File: src/rtl/wb_port_sched_if.sv
// Writeback bundle / register-file port bundle for wb_port_sched.
//   master : upstream writeback stage (drives flush and the 3-pipe bundle,
//            observes stall and the register-file write port)
//   slave  : the scheduler itself
interface wb_port_sched_if;
  logic        flush;
  logic        w2r_wrpipe1, w2r_wrpipe2, w2r_wrpipe3;
  logic [3:0]  w2re_destpipe1, w2re_destpipe2, w2re_destpipe3;
  logic [63:0] w2re_datapipe1, w2re_datapipe2, w2re_datapipe3;
  logic        stall;
  logic        rf_wren;
  logic [3:0]  rf_waddr;
  logic [63:0] rf_wdata;
  logic        coll_drop;

  modport master (
    output flush, w2r_wrpipe1, w2r_wrpipe2, w2r_wrpipe3,
           w2re_destpipe1, w2re_destpipe2, w2re_destpipe3,
           w2re_datapipe1, w2re_datapipe2, w2re_datapipe3,
    input  stall, rf_wren, rf_waddr, rf_wdata, coll_drop
  );

  modport slave (
    input  flush, w2r_wrpipe1, w2r_wrpipe2, w2r_wrpipe3,
           w2re_destpipe1, w2re_destpipe2, w2re_destpipe3,
           w2re_datapipe1, w2re_datapipe2, w2re_datapipe3,
    output stall, rf_wren, rf_waddr, rf_wdata, coll_drop
  );
endinterface

File: src/rtl/wb_port_sched.sv
// wb_port_sched: serializes up to three writeback writes per bundle onto a
// single register-file write port through three holding slots (slot n is
// fed by pipe n).
//   clock : rising-edge clock
//   reset : synchronous active-low reset
//   bus   : wb_port_sched_if.slave -- flush, 3-pipe bundle in; stall,
//           rf_wren/rf_waddr/rf_wdata and coll_drop out

// One holding slot. Priority: reset > clear > load > retire.
module wb_port_sched_slot (
  input  logic        clock,
  input  logic        reset,
  input  logic        clr,
  input  logic        load,
  input  logic        retire,
  input  logic        in_vld,
  input  logic [3:0]  in_dst,
  input  logic [63:0] in_dat,
  output logic        vld,
  output logic [3:0]  dst,
  output logic [63:0] dat
);
  always_ff @(posedge clock) begin
    if (!reset || clr) begin
      vld <= 1'b0;
      dst <= '0;
      dat <= '0;
    end else if (load) begin
      // a load always overwrites; any single slot still valid is the one
      // being retired on this same edge
      vld <= in_vld;
      dst <= in_dst;
      dat <= in_dat;
    end else if (retire) begin
      vld <= 1'b0;
    end
  end
endmodule

module wb_port_sched (
  input  logic            clock,
  input  logic            reset,
  wb_port_sched_if.slave  bus
);
  localparam int NUM_LANES = 3;

  logic [NUM_LANES-1:0]        in_wr, eff, slot_vld, ret_oh;
  logic [NUM_LANES-1:0][3:0]   in_dst, slot_dst;
  logic [NUM_LANES-1:0][63:0]  in_dat, slot_dat;
  logic                        accept, drop_any, coll_q;

  assign in_wr  = {bus.w2r_wrpipe3, bus.w2r_wrpipe2, bus.w2r_wrpipe1};
  assign in_dst = {bus.w2re_destpipe3, bus.w2re_destpipe2, bus.w2re_destpipe1};
  assign in_dat = {bus.w2re_datapipe3, bus.w2re_datapipe2, bus.w2re_datapipe1};

  // Same-destination resolution: a write survives only if no higher pipe
  // in the bundle writes the same register.
  always_comb begin
    eff = in_wr;
    for (int i = 0; i < NUM_LANES; i++)
      for (int j = i + 1; j < NUM_LANES; j++)
        if (in_wr[j] && in_dst[j] == in_dst[i]) eff[i] = 1'b0;
  end
  assign drop_any = |(in_wr & ~eff);

  // lowest-numbered valid slot, one-hot
  assign ret_oh    = slot_vld & (~slot_vld + 3'd1);
  // more than one valid slot <=> clearing the lowest still leaves one set
  assign bus.stall = |(slot_vld & (slot_vld - 3'd1));
  assign accept    = !bus.stall && !bus.flush;

  for (genvar l = 0; l < NUM_LANES; l++) begin : g_slot
    wb_port_sched_slot u_slot (
      .clock  (clock),
      .reset  (reset),
      .clr    (bus.flush),
      .load   (accept),
      .retire (ret_oh[l]),
      .in_vld (eff[l]),
      .in_dst (in_dst[l]),
      .in_dat (in_dat[l]),
      .vld    (slot_vld[l]),
      .dst    (slot_dst[l]),
      .dat    (slot_dat[l])
    );
  end

  always_comb begin
    bus.rf_waddr = '0;
    bus.rf_wdata = '0;
    for (int i = 0; i < NUM_LANES; i++) begin
      if (ret_oh[i]) begin
        bus.rf_waddr = slot_dst[i];
        bus.rf_wdata = slot_dat[i];
      end
    end
  end
  assign bus.rf_wren = |slot_vld;

  always_ff @(posedge clock) begin
    if (!reset || bus.flush) coll_q <= 1'b0;
    else                     coll_q <= accept && drop_any;
  end
  assign bus.coll_drop = coll_q;
endmodule

File: src/flat_wrapper.sv
// flat-port wrapper written by rule: the top's interface ports become plain ports
module wb_port_sched_flat 
  (clock, reset, bus_flush, bus_w2r_wrpipe1, bus_w2r_wrpipe2, bus_w2r_wrpipe3, bus_w2re_destpipe1, bus_w2re_destpipe2, bus_w2re_destpipe3, bus_w2re_datapipe1, bus_w2re_datapipe2, bus_w2re_datapipe3, bus_stall, bus_rf_wren, bus_rf_waddr, bus_rf_wdata, bus_coll_drop);
  wb_port_sched_if bus_i ();
  input  logic clock;
  input  logic reset;
  input wire logic [$bits(bus_i.flush)-1:0] bus_flush;
  input wire logic [$bits(bus_i.w2r_wrpipe1)-1:0] bus_w2r_wrpipe1;
  input wire logic [$bits(bus_i.w2r_wrpipe2)-1:0] bus_w2r_wrpipe2;
  input wire logic [$bits(bus_i.w2r_wrpipe3)-1:0] bus_w2r_wrpipe3;
  input wire logic [$bits(bus_i.w2re_destpipe1)-1:0] bus_w2re_destpipe1;
  input wire logic [$bits(bus_i.w2re_destpipe2)-1:0] bus_w2re_destpipe2;
  input wire logic [$bits(bus_i.w2re_destpipe3)-1:0] bus_w2re_destpipe3;
  input wire logic [$bits(bus_i.w2re_datapipe1)-1:0] bus_w2re_datapipe1;
  input wire logic [$bits(bus_i.w2re_datapipe2)-1:0] bus_w2re_datapipe2;
  input wire logic [$bits(bus_i.w2re_datapipe3)-1:0] bus_w2re_datapipe3;
  output wire logic [$bits(bus_i.stall)-1:0] bus_stall;
  output wire logic [$bits(bus_i.rf_wren)-1:0] bus_rf_wren;
  output wire logic [$bits(bus_i.rf_waddr)-1:0] bus_rf_waddr;
  output wire logic [$bits(bus_i.rf_wdata)-1:0] bus_rf_wdata;
  output wire logic [$bits(bus_i.coll_drop)-1:0] bus_coll_drop;
  assign bus_i.flush = bus_flush;
  assign bus_i.w2r_wrpipe1 = bus_w2r_wrpipe1;
  assign bus_i.w2r_wrpipe2 = bus_w2r_wrpipe2;
  assign bus_i.w2r_wrpipe3 = bus_w2r_wrpipe3;
  assign bus_i.w2re_destpipe1 = bus_w2re_destpipe1;
  assign bus_i.w2re_destpipe2 = bus_w2re_destpipe2;
  assign bus_i.w2re_destpipe3 = bus_w2re_destpipe3;
  assign bus_i.w2re_datapipe1 = bus_w2re_datapipe1;
  assign bus_i.w2re_datapipe2 = bus_w2re_datapipe2;
  assign bus_i.w2re_datapipe3 = bus_w2re_datapipe3;
  assign bus_stall = bus_i.stall;
  assign bus_rf_wren = bus_i.rf_wren;
  assign bus_rf_waddr = bus_i.rf_waddr;
  assign bus_rf_wdata = bus_i.rf_wdata;
  assign bus_coll_drop = bus_i.coll_drop;
  wb_port_sched u_core (.clock(clock), .reset(reset), .bus(bus_i));
endmodule
File: config.mk
export PLATFORM = sky130hd
export DESIGN_NAME = wb_port_sched_flat
export DESIGN_NICKNAME = d
export VERILOG_FILES = /design/src/rtl/wb_port_sched_if.sv /design/src/rtl/wb_port_sched.sv /design/src/flat_wrapper.sv
export SDC_FILE = /design/constraint.sdc
export NUM_CORES = 1
export LEC_CHECK = 0
export ABC_AREA = 0
export CORE_MARGIN = 2
export CORE_UTILIZATION = 31
export CTS_BUF_LIST = sky130_fd_sc_hd__clkbuf_8
export CTS_CLUSTER_SIZE = 14
export DETAILED_ROUTE_END_ITERATION = 12
export SYNTH_ARGS = -nofsm -noshare
export SYNTH_HDL_FRONTEND = slang
export SYNTH_SLANG_ARGS = --single-unit
File: constraint.sdc
create_clock -name clock -period 2.45 [get_ports clock]
set_input_delay 0.49 -clock clock [delete_from_list [all_inputs] [get_ports clock]]
set_output_delay 0.49 -clock clock [all_outputs]
set_load 0.01 [all_outputs]
# Word-level counts from Yosys, hierarchy flattened
# Cells that the tools add are included.
# W data, S select, Z words.
word_totals:
  register_bits: 208
  wordCells: 50
  in_bits: 210
op_classes:
  bitwise: 5
  n_reduce_logical: 15
  mux: 15
  add_sub_neg: 2
  n_eq_ne: 3
op_table:
  columns: ["cell", "n"]
  rows:
  - ["$mux W64", 3]
  - ["$eq A4 B4 Y1", 3]
  - ["$mux W4", 3]
  - ["$and A3 B3 Y3", 3]
  - ["$mux W1", 9]
  - ["$reduce_or A3 Y1", 3]
  - ["$not A3 Y3", 2]
  - ["$reduce_bool A2 Y1", 3]
  - ["$logic_and A1 B1 Y1", 5]
  - ["$add A3 B1 Y3 const B", 1]
  - ["$logic_not A1 Y1", 3]
  - ["$sub A3 B1 Y3 const B", 1]
  - ["$logic_or A1 B1 Y1", 1]

# Logic depth before layout (Yosys ltp)
# Gate-level depths: netlist of the first run.
depth:
  depth_word: 8
  ltp_mapped: 9

# Modules after synthesis
# Synthesis of the first run repeated with hierarchy kept, for this count alone.
unflattened:
  hier_cells: 941
  area_unflattened_um2: 9032.4
by_module_without_submodules:
  columns: ["module", "area_per_inst_um2", "seq_area_each_um2", "cells_each", "instances"]
  rows:
  - ["wb_port_sched_slot", 2467.4, 1381.3, 225, 3]
  - ["wb_port_sched", 1630.3, 20.0, 266, 1]

# Least setup slack after synthesis of the first run
# Ideal clock, no wire load.
synth_timing:
  path_type: "register -> output"
  startpoint: "register u_core.g_slot[1].u_slot.vld"
  endpoint: "output port bus_rf_wdata[4]"
  required_ns: 1.960
  path_slack_ns: 0.655
  arrival_ns: 1.305
  n_path_buf: 2
  stages_incl_launch_ff: 6
  path_cell_list: "dfxtp_1 -> buf_4 -> nor2b_1 -> clkbuf_1 -> a22oi_1 -> o21ai_0"
synth_via:
  elab_chain_len: 5
synth_rtl:
  columns: ["item", "line", "source"]
  rows:
  - ["start: declaration", "wb_port_sched.sv:19", "output logic vld,"]
  - ["start signal: assignment", "wb_port_sched.sv:31", "vld <= in_vld;"]
  - ["$not A3 Y3", "wb_port_sched.sv:67", "assign ret_oh = slot_vld & (~slot_vld + 3'd1);"]
  - ["$add A3 B1 Y3", "wb_port_sched.sv:67", null]
  - ["$and A3 B3 Y3 *", "wb_port_sched.sv:67", null]
  - ["$mux W64", "wb_port_sched.sv:92", "if (ret_oh[i]) begin"]
  - ["$mux W64 *", "wb_port_sched.sv:92", null]
  - ["end: declaration", "flat_wrapper.sv:20", "output wire logic [$bits(bus_i.rf_wdata)-1:0] bus_rf_wdata;"]
# Every way passes the cells marked *; elsewhere a longest branch is shown, timed or not.

# Final worst setup path of the first run
layout_timing:
  startpoint: "register u_core.g_slot[2].u_slot.vld"
  endpoint: "output port bus_rf_wdata[4]"
layout_via:
  elab_chain_len: 4
layout_rtl:
  columns: ["item", "line"]
  rows:
  - ["start: declaration", "wb_port_sched.sv:19"]
  - ["start signal: assignment", "wb_port_sched.sv:31"]
  - ["$not A3 Y3", "wb_port_sched.sv:67"]
  - ["$add A3 B1 Y3", "wb_port_sched.sv:67"]
  - ["$and A3 B3 Y3 *", "wb_port_sched.sv:67"]
  - ["$mux W64 *", "wb_port_sched.sv:92"]
# Marked as above.

==> summary.md, run 1 <==
| Metric | Value |
|---|---|
| Status | `finished, final reports clean` |
| Total die area | `29700 um^2` |
| Max Clk Rate | `around 0.42 GHz` |
| First-pass GRT wire length | `around 44 mm` |
| Slew headroom | `between 30% and 40%` |
| Worst endpoint required time | `around 2 ns` |
| Number of CTS-inserted buffers | `38` |
| Initial antenna violation count | `0` |
| Number of I/O pins | `about 280` |
| Post-DP HPWL | `~17 mm` |
| Critical Path Sink | `bus_rf_wdata[4]` |
| Kind of critical path | `register to output port` |
| XOR/XNOR Fraction of Synth Area | `between 1 and 1.5%` |
| Net count, final | `1687` |
| Area grow syn2layout | `44.2%` |
| Min-delay worst type | `register to register` |
| Antenna-violating nets left | `0` |
| Root Buffer | `clkbuf_8` |
| Yosys cell types | `26` |
| CP arrival | `~1.9 ns` |
| Overflow after GRT | `0` |
| Die Width | `around 170 um` |
| Residual DRC | `0` |
| Final antenna diode count | `0` |
| Cells after Synth | `1235` |
| Seq pwr share | `between 40% and 50%` |
| Worst slew pin tran | `~0.99 ns` |
| Tot GR Track Use | `a little under a fifth` |
| Vias in the first global route | `8648` |
| Period utilisation layout | `~96%` |
| RR Startpoint | `u_core.g_slot[1].u_slot.vld` |
| Post-synthesis simple-gate area fraction | `~24%` |
| Post-CTS Hold Buffers | `0` |
| Max-slew violations | `0` |
| Mux contribution to synthesized area | `0%` |
| Seq cells post-synth | `between 200 and 250` |
| Share of layout cells above drive strength 1 | `under 10%` |
| Synth Cell Area | `approximately 9000 um^2` |
| Crit path max fanout | `16` |
| DR vias | `around 9000` |
| Startpoint types | `register` |
| Min Tclk post-route | `about 2.4 ns` |
| Max Cap Viol | `0` |
| Maximum root-to-sink buffer count | `3` |
| Pre-Repair DR Iteration Count | `5` |
| IO buf count | `280` |
| Routed wl met3 | `2.47 mm` |
| Met1 wire length | `12.2 mm` |
| Clock Power Share | `42.7%` |
| CTS tree | `yes` |
| Cell row count | `between 60 and 70` |
| RR Endpoint | `u_core.g_slot[2].u_slot.dat[27]` |
| Compound-Gate Fraction of Synth Area | `approximately a fifth` |
| Met2 wire len | `around 13 mm` |
| Pleak | `5.20 nW` |
| PwrDens | `622 nW/um^2` |
| Synth Area in Adders | `0%` |
| Setup slack, reg-to-reg | `about 0.14 ns` |
| Combinational family with the most area after synthesis | `simple AND/OR/NAND/NOR gates` |
| Clk_skew | `0.0218 ns` |
| Top routing layer in use | `met4` |
| Yosys warns | `0` |
| Synthesized area per cell | `7.11 um^2` |
| CP endpoint kind | `output port` |
| Final Hold Fails | `0` |
| Via/cell ratio | `roughly 4.7` |
| Seq/Total Area, Yosys | `47.4%` |
| Post-route insts no fill | `about 1900` |
| DRT iter0 DRCs | `~520` |
| Placer Congestion | `0.804` |
| Placed cell count | `approximately 1800` |
| Clk Latency, worst-skew pair | `just over 0.5 ns` |
| Clock sinks | `~210` |
| Drt total wl | `28.3 mm` |
| CTS H-Tree Depth | `2` |
| Initial Utilization | `31.5%` |
| Post-Syn Nets | `approximately 1400` |
| Routed len/inst | `15.1 um` |
| Internal power | `approximately 6 mW` |
| Comb pwr share | `11.5%` |
| R2R depth | `8` |
| Net Sw Frac | `approximately a quarter` |
| Net Switching | `1.91 mW` |
| Total power | `about 8 mW` |
| Clock-pin slew on the worst setup and hold paths | `0.05 ns` |
| Crit path from | `u_core.g_slot[2].u_slot.vld` |
| Core area | `~28000 um^2` |
| VDD IR-drop max | `about 0.00033 V` |
| Die height | `172 um` |
| # setup viols final | `0` |
| RSZ-0062 raised after global routing | `false` |
| Largest net degree at the start of global routing | `207` |
[critical path: stages, from the launching register on]
cell	delay [ns]
dfxtp_4	0.40
nor2b_4	0.25
buf_12	0.19
a22oi_1	0.10
o21ai_1	0.16
clkdlybuf4s15_1	0.26
[sequential cells by signal, summed over array words and instances (netlist names)]
signal / count
u_core.bus.coll_drop: 1
u_core.g_slot.u_slot.dat: 192
u_core.g_slot.u_slot.dst: 12
u_core.g_slot.u_slot.vld: 3
[worst min path at each step]
stage,start,to,cells after the start
final,u_core.g_slot[0].u_slot.dat[6],u_core.g_slot[0].u_slot.dat[6],2
after global routing,u_core.g_slot[0].u_slot.dat[22],u_core.g_slot[0].u_slot.dat[22],2
after CTS,u_core.g_slot[0].u_slot.dat[22],u_core.g_slot[0].u_slot.dat[22],2
after detailed placement,u_core.g_slot[2].u_slot.dat[49],u_core.g_slot[2].u_slot.dat[49],2
after global placement,u_core.g_slot[1].u_slot.dat[27],u_core.g_slot[1].u_slot.dat[27],2
after floorplan,u_core.g_slot[2].u_slot.dat[54],u_core.g_slot[2].u_slot.dat[54],2
[routing by layer]
layer,track usage [%],up-vias
met3,6.32,43
met4,4.90,0
met2,30.7,249
met5,0,-
li1,-,4518
met1,22.9,4069
[per-stage QoR]
stage | worst slack, ns | util (%) | TNS (ns) | cell area (um^2) | hold slack (ns)
after floorplan | 0.655 | - | 0 | 8780 | 0.432
after global placement | 0.0977 | 42.4 | 0 | 11800 | 0.438
after detailed placement | 0.124 | 42.4 | 0 | 11800 | 0.443
after CTS | -0.0708 | 45.6 | -0.431 | 12700 | 0.451
after global routing | 0.00159 | 45.5 | 0 | 12700 | 0.465
final | 0.0919 | 45.5 | 0 | 12700 | 0.448
[power groups by stage]
stage | clock network (mW) | logic (mW) | registers, mW
after floorplan | 0 | 0.376 | 3.66
after global placement | 0 | 0.879 | 3.68
after detailed placement | 0 | 0.882 | 3.68
after CTS | 3.48 | 0.912 | 3.61
after global routing | 3.63 | 0.990 | 3.63
final | 3.36 | 0.902 | 3.61
[kinds of logic (layout without fill, tap and decap cells)]
kind of cell    Yosys count  count (layout)
simple gates            566             566
compound gates          345             345
flops                   208             208
buf+inv                 104             369
xor+xnor                 12              12
[cell usage after synthesis]
library cell / instances / area, um^2
nand2_1: 516 / 1940
a21oi_1: 243 / 1220
dfxtp_1: 208 / 4160
o21ai_0: 68 / 340
clkbuf_1: 54 / 203
nor2_1: 37 / 139
a22oi_1: 31 / 233
buf_2: 27 / 135
buf_6: 11 / 124
xnor2_1: 9 / 78.8
buf_4: 7 / 52.6
nand3_1: 4 / 20.0
nor3_1: 4 / 20.0
xor2_1: 3 / 26.3
buf_1: 2 / 7.51
a2bb2oi_1: 1 / 8.76
and2_1: 1 / 6.26
buf_12: 1 / 20.0
inv_1: 1 / 3.75
inv_6: 1 / 8.76
nand2b_1: 1 / 6.26
nor2b_1: 1 / 6.26
nor4b_1: 1 / 8.76
o21ai_1: 1 / 5.00
o22ai_1: 1 / 6.26
or3_1: 1 / 6.26
[what timing repair did]
action / 4_1_cts / 5_1_grt
resized for setup: 128 / 66
cloned: 5 / 0
setup buffers: 3 / 2
pin swaps: 0 / 2
setup endpoints to repair: 70 / 38
[layout make-up]
cell class | instances | area [um^2]
clock buffer | 51 | 702
clock inverter | 12 | 73.8
fill | 2847 | 15200
inverter | 2 | 12.5
multi-input combinational | 923 | 4100
sequential | 208 | 4180
tap | 378 | 473
timing repair buffer | 304 | 3130
[placed cells by master, fill, tap and decap left out, drive strengths merged, types with 4 or more instances in the layout]
cell	instances
a21oi	243
nor2	37
nor3	4
dfxtp	208
a22oi	31
clkbuf	67
inv	11
dlygate4sd2	30
nand3	4
clkdlybuf4s15	15
nand2	516
o21ai	69
xnor2	9
buf	31
clkdlybuf4s50	210
Power figures use the tool's default switching activity.
==> run 2: changes to the inputs <==
--- a/config.mk
+++ b/config.mk
@@ -11,6 +11,8 @@
 export CTS_BUF_LIST = sky130_fd_sc_hd__clkbuf_8
 export CTS_CLUSTER_SIZE = 14
 export DETAILED_ROUTE_END_ITERATION = 12
+export PLACE_DENSITY = 0.62
+export REMOVE_ABC_BUFFERS = 1
 export SYNTH_ARGS = -nofsm -noshare
 export SYNTH_HDL_FRONTEND = slang
 export SYNTH_SLANG_ARGS = --single-unit
==> run 2 against run 1 <==
Compared with the run above:
- count of clock-buffer cells in the layout decreased by 2
- highest routed layer unchanged
- largest cell class unchanged
- sequential power about the same
- power increased by 2.5%
- critical path depth unchanged
- maximum frequency decreased by 0.40%
- die area unchanged
- hold slack got worse by 0.0017 ns
- clock skew decreased by 0.0072 ns
==> summary.md, run 2 (same netlist as run 1, synthesis figures left out) <==
| Metric | Value |
|---|---|
| Status | `finished, final reports clean` |
| Post-CTS Hold Buffers | `0` |
| Total power | `approximately 8.1 mW` |
| Largest regs | `u_core.g_slot.u_slot.dat: 192 flops, u_core.g_slot.u_slot.dst: 12 flops, u_core.g_slot.u_slot.vld: 3 flops` |
| CTS H-Tree Depth | `2` |
| Internal power | `around 6.2 mW` |
| Pre-CTS setup slack | `0.249 ns` |
| CP endpoint kind | `output port` |
| Pleak | `5.77 nW` |
| Clock Power Share | `43.9%` |
| Hold Path Cell Cnt | `2` |
| WHS Endpoint | `u_core.g_slot[2].u_slot.dat[28]` |
| Most frequent cells in the layout | `nand2_1, a21oi_1, clkdlybuf4s50_1` |
| Area grow syn2layout | `46.9%` |
| RSZ-0062 raised after global routing | `true` |
| Die height | `172 um` |
| RR Endpoint | `u_core.g_slot[1].u_slot.dat[38]` |
| IO buf count | `280` |
| Drt total wl | `28.4 mm` |
| Clock sinks | `around 210` |
| Vias in the first global route | `approximately 8400` |
| Final core area utilization | `a little under half` |
| Initial antenna violation count | `1` |
| Clock-pin slew on the worst setup and hold paths | `around 0.06 ns` |
| Tot GR Track Use | `17.5%` |
| Core area | `roughly 28000 um^2` |
| Commonest non-fill, non-tap cell in the layout | `nand2_1` |
| Min-delay worst type | `register to register` |
| Share of layout cells above drive strength 1 | `about 6.4%` |
| Net count, final | `around 1700` |
| Period utilisation layout | `between 90% and 100%` |
| Setup slack, reg-to-reg | `a little over 0.4 ns` |
| Root Buffer | `clkbuf_8` |
| Pre-Repair DR Iteration Count | `5` |
| Worst endpoint required time | `between 1.5 and 2 ns` |
| Max Clk Rate | `about 0.42 GHz` |
| Post-route insts no fill | `between 1500 and 2000` |
| Overflow after GRT | `0` |
| Comb pwr share | `11.4%` |
| Worst slew pin tran | `between 0.9 and 1 ns` |
| DRT iter0 DRCs | `approximately 560` |
| First-pass GRT wire length | `41.9 mm` |
| Post-DP HPWL | `between 15 and 20 mm` |
| Net Sw Frac | `between 20% and 30%` |
| Number of CTS-inserted buffers | `38` |
| Total die area | `around 30000 um^2` |
| CTS tree | `yes` |
| Residual DRC | `0` |
| Startpoint types | `register` |
| PwrDens | `approximately 630 nW/um^2` |
| Placer Congestion | `0.783` |
| Max reg flops | `~190` |
| Clk Latency, worst-skew pair | `around 0.51 ns` |
| VDD IR-drop max | `approximately 0.00028 V` |
| # setup viols final | `0` |
| Net Switching | `1.92 mW` |
| CP arrival | `about 1.9 ns` |
| Cell Area, Placed | `approximately 12000 um^2` |
| Slew headroom | `between 30% and 40%` |
| DR vias | `between 8000 and 9000` |
| Antenna-violating nets left | `0` |
| Clk_skew | `about 0.015 ns` |
| Placed cell count | `~1800` |
| Max-slew violations | `0` |
| Initial Utilization | `a little under a third` |
| Maximum root-to-sink buffer count | `3` |
| Top reg by flops | `u_core.g_slot.u_slot.dat` |
| RR Startpoint | `u_core.g_slot[1].u_slot.vld` |
| Number of I/O pins | `about 280` |
| Crit path max fanout | `17` |
| Min Tclk post-route | `2.37 ns` |
| Final instance area | `around 13000 um^2` |
| Max Cap Viol | `0` |
| Via/cell ratio | `around 4.7` |
| Die Width | `172 um` |
| R2R depth | `6` |
| Seq pwr share | `between 40% and 50%` |
| Routed len/inst | `about 15 um` |
| Cell row count | `between 60 and 70` |
| Hold_sp | `u_core.g_slot[2].u_slot.dat[28]` |
| Largest net degree at the start of global routing | `206` |
| Kind of critical path | `register to output port` |
| Final Hold Fails | `0` |
| Final worst slack | `0.0825 ns` |
-- run 2: cell types whose count changed in the layout (fill, tap and decap cells not counted), moves of 3 or more --
cell / change
inv_1: +3
o21ai_1: -12
clkdlybuf4s15_2: -5
buf_4: +3
o21ai_0: +14
dlymetal6s2s_1: +30
clkbuf_2: -13
buf_2: -8
buf_16: -3
dlygate4sd2_1: +3
clkbuf_16: +4
clkdlybuf4s15_1: -6
-- run 2: power by group through the flow --
stage,Combinational (mW),Clock (mW),Sequential (mW)
finish,0.919,3.54,3.61
global placement,0.898,0,3.67
CTS,0.900,3.67,3.60
global route,1.00,3.82,3.62
detailed placement,0.904,0,3.68
floorplan,0.338,0,3.69
-- run 2: final cells by class --
| cell class | instances | area [um^2] |
|---|---|---|
| sequential | 208 | 4170 |
| inverter | 2 | 12.5 |
| fill | 2817 | 15000 |
| clock buffer | 49 | 674 |
| antenna | 2 | 5.00 |
| timing repair buffer | 309 | 3320 |
| multi-input combinational | 923 | 4080 |
| clock inverter | 20 | 163 |
| tap | 378 | 473 |
-- run 2: per-layer routing --
layer,track usage (%),vias up,part of all wire (%)
met5,0,-,0
met4,7.20,0,3.0
met3,3.71,61,5.5
met2,28.7,267,46
met1,22.3,4078,45
li1,-,4534,-
-- run 2: how the worst max path moves through the flow --
stage                                 from                        endpoint  slack (ns)  depth (start not counted)
2_1_floorplan  u_core.g_slot[0].u_slot.vld  u_core.g_slot[0].u_slot.dat[0]       -4.87                          5
3_3_place_gp   u_core.g_slot[1].u_slot.vld                 bus_rf_wdata[6]        0.25                          4
3_5_place_dp   u_core.g_slot[1].u_slot.vld                 bus_rf_waddr[2]        0.25                          4
4_1_cts        u_core.g_slot[1].u_slot.vld                bus_rf_wdata[10]       -0.22                          4
5_1_grt        u_core.g_slot[2].u_slot.vld                bus_rf_wdata[43]       0.003                          6
6_report       u_core.g_slot[1].u_slot.vld                bus_rf_wdata[55]        0.08                          5
-- run 2: critical path, cell delays in order (launching register included) --
cell and delay [ns]:
dfxtp_4 0.40, buf_4 0.17, clkbuf_16 0.19, a22oi_1 0.09, o21ai_0 0.21, dlygate4sd2_1 0.31
-- run 2: what timing repair did --
item / 4_1_cts / 5_1_grt
hold endpoints to repair: 0 / 0
resized for setup: 49 / 48
endpoints found under the setup margin: 70 / 36
setup buffers: 0 / 1
pin swaps: 0 / 0
cloned: 0 / 5
-- run 2: metrics by stage --
| stage | TNS [ns] | hold slack [ns] |
|---|---|---|
| after floorplan | -1086.86 | 0.432 |
| after CTS | -5.18 | 0.449 |
| after global routing | 0 | 0.461 |
| after detailed placement | 0 | 0.441 |
| after global placement | 0 | 0.436 |
| final | 0 | 0.446 |
==> run 3: changes to the inputs <==
--- a/config.mk
+++ b/config.mk
@@ -6,13 +6,14 @@
 export NUM_CORES = 1
 export LEC_CHECK = 0
 export ABC_AREA = 0
-export CORE_MARGIN = 2
+export CORE_MARGIN = 1.5
 export CORE_UTILIZATION = 31
 export CTS_BUF_LIST = sky130_fd_sc_hd__clkbuf_8
 export CTS_CLUSTER_SIZE = 14
 export DETAILED_ROUTE_END_ITERATION = 12
 export PLACE_DENSITY = 0.62
 export REMOVE_ABC_BUFFERS = 1
+export SKIP_CTS_REPAIR_TIMING = 1
 export SYNTH_ARGS = -nofsm -noshare
 export SYNTH_HDL_FRONTEND = slang
 export SYNTH_SLANG_ARGS = --single-unit
==> run 3 against run 2 <==
Compared with the run above:
- the run now ends with negative setup slack left
- flip-flop and latch count unchanged
- non-clock buffer count down 10
- cell count down 0.69%
- first-iteration DRC count down 4.5%
- power down 3.0%
- sequential share of layout area up 0.44 points
- clock power down 5%
- global-route usage up 0.17 points
- largest power group unchanged
- setup slack worse by 0.17 ns
- hold slack better by 0.0015 ns
- clock skew up 0.00075 ns
==> summary.md, run 3 (same netlist as run 1, synthesis figures left out) <==
| Metric | Value |
|---|---|
| Status | `complete, but fails checks` |
| Failing checks | `negative setup slack` |
| Total power | `7.83 mW` |
| Initial antenna violation count | `1` |
| Pleak | `~6 nW` |
| Area grow syn2layout | `44.9%` |
| Worst endpoint required time | `about 2 ns` |
| Vias in the first global route | `a little over 8000` |
| Worst path bufs/invs | `2` |
| Clock-pin slew on the worst setup and hold paths | `roughly 0.050 ns` |
| Placer Congestion | `between 0.7 and 0.8` |
| DRT iter0 DRCs | `about 530` |
| Drt total wl | `27.5 mm` |
| VDD IR-drop max | `0.000338 V` |
| Startpoint types | `register` |
| CTS tree | `yes` |
| # setup viols final | `3` |
| Slew headroom | `around 39%` |
| Filler instances | `approximately 2800` |
| CP arrival | `2.05 ns` |
| Residual DRC | `0` |
| Crit path max fanout | `40` |
| Final Hold Fails | `0` |
| Maximum root-to-sink buffer count | `3` |
| Routed len/inst | `between 10 and 15 um` |
| Worst slew pin tran | `0.914 ns` |
| Final core area utilization | `between 40% and 50%` |
| Worst path cell trace | `buf_12 -> nand2_1 -> nor2_1 -> a21oi_1 -> o21ai_1 -> clkdlybuf4s50_1` |
| Initial Utilization | `31.5%` |
| Via/cell ratio | `approximately 4.7` |
| Max Cap Viol | `0` |
| Largest regs | `u_core.g_slot.u_slot.dat: 192 flops, u_core.g_slot.u_slot.dst: 12 flops, u_core.g_slot.u_slot.vld: 3 flops` |
| DR vias | `roughly 9000` |
| CTS H-Tree Depth | `2` |
| Max Clk Rate | `just under 0.4 GHz` |
| Clock sinks | `~210` |
| Min Tclk post-route | `roughly 2.5 ns` |
| Die height | `171 um` |
| Pre-Repair DR Iteration Count | `7` |
| Root Buffer | `clkbuf_8` |
| Number of I/O pins | `281` |
| Core area | `about 28000 um^2` |
| Max-slew violations | `0` |
| Largest net degree at the start of global routing | `between 200 and 250` |
| Min-delay worst type | `register to register` |
| Overflow after GRT | `0` |
| Cell row count | `approximately 60` |
| Crit-path slowest cell | `clkdlybuf4s50_1` |
| IO buf count | `280` |
| Die Width | `roughly 170 um` |
| Clk Latency, worst-skew pair | `0.52 ns` |
| Final worst slack | `-0.0918 ns` |
| Clk_skew | `0.0153 ns` |
| Most frequent cells in the layout | `nand2_1, a21oi_1, clkdlybuf4s50_1` |
| Net count, final | `1683` |
| Top reg by flops | `u_core.g_slot.u_slot.dat` |
| Kind of critical path | `register to output port` |
| First-pass GRT wire length | `about 42 mm` |
| Pre-CTS setup slack | `just under 0.3 ns` |
| Post-DP HPWL | `16.9 mm` |
| PwrDens | `between 600 and 700 nW/um^2` |
| Period utilisation layout | `104%` |
| Number of CTS-inserted buffers | `39` |
| Max reg flops | `about 190` |
| Antenna-violating nets left | `0` |
| RSZ-0062 raised after global routing | `true` |
| Share of layout cells above drive strength 1 | `~5.5%` |
| CP delay by family, top | `buffers and inverters` |
| Slowest stage delay, CP | `around 0.56 ns` |
| CP endpoint kind | `output port` |
| Total die area | `between 20000 and 30000 um^2` |
| TNS Setup | `-0.266 ns` |
| Commonest non-fill, non-tap cell in the layout | `nand2_1` |
| Tot GR Track Use | `17.6%` |
run 3: cell types whose count changed in the layout (fill, tap and decap cells not counted), moves of 3 or more:
cell | before | now
buf_12 | 11 | 8
buf_16 | 3 | 0
clkbuf_16 | 4 | 1
clkdlybuf4s15_1 | 4 | 0
clkdlybuf4s50_1 | 210 | 213
clkinv_2 | 4 | 0
dlygate4sd2_1 | 33 | 0
dlymetal6s2s_1 | 30 | 63
o21ai_0 | 64 | 61
o21ai_1 | 5 | 8
run 3: path summary, 6_finish.rpt:
path	from	to	slack, ns	depth (start not counted)
worst max-delay path	u_core.g_slot[2].u_slot.vld	bus_rf_wdata[39]	-0.09	6
worst min-delay path	u_core.g_slot[0].u_slot.dat[15]	u_core.g_slot[0].u_slot.dat[15]	0.45	2
worst max register to register	u_core.g_slot[2].u_slot.vld	u_core.g_slot[0].u_slot.dat[1]	0.32	8
worst min register to register	u_core.g_slot[0].u_slot.dat[15]	u_core.g_slot[0].u_slot.dat[15]	0.45	2
run 3: report_power, final:
part / total, mW / leakage (nW) / switching (mW) / internal [mW]
Combinational: 0.876 / 3.92 / 0.393 / 0.482
Clock: 3.35 / 0.441 / 1.45 / 1.89
Sequential: 3.61 / 1.71 / 0.0741 / 3.53
run 3: area by class of cell:
cell class,count,area (um^2),area share (%)
diodes,1,2.50,0.0197
clock buffers,49,674,5.30
clock inverters,18,105,0.826
inverters,2,12.5,0.0983
multi-input cells,923,4080,32.1
flip-flops and latches,208,4170,32.8
well taps,378,473,3.72
repair buffers,299,3210,25.2
run 3: tightest hold or removal path: cells and delay by family (launching register included):
| kind | cells | cell delay [ns] |
|---|---|---|
| DFF | 1 | 0.30 |
| AOI/OAI and AO/OA | 1 | 0.05 |
| and+or+nand+nor | 1 | 0.05 |
run 3: stage by stage:
stage / instance area, um^2 / instances / hold WS, ns
after floorplan: 8240 / 1133 / 0.432
after global placement: 11800 / 1808 / 0.438
after detailed placement: 11800 / 1808 / 0.443
after CTS: 12500 / 1875 / 0.451
after global routing: 12700 / 1878 / 0.464
final: 12700 / 1878 / 0.448
run 3: layer usage:
metal	global-route usage, %	share of wire, %
met3	3.82	5.6
met4	6.14	2.8
met5	0	0
met1	22.5	45
met2	29.3	47
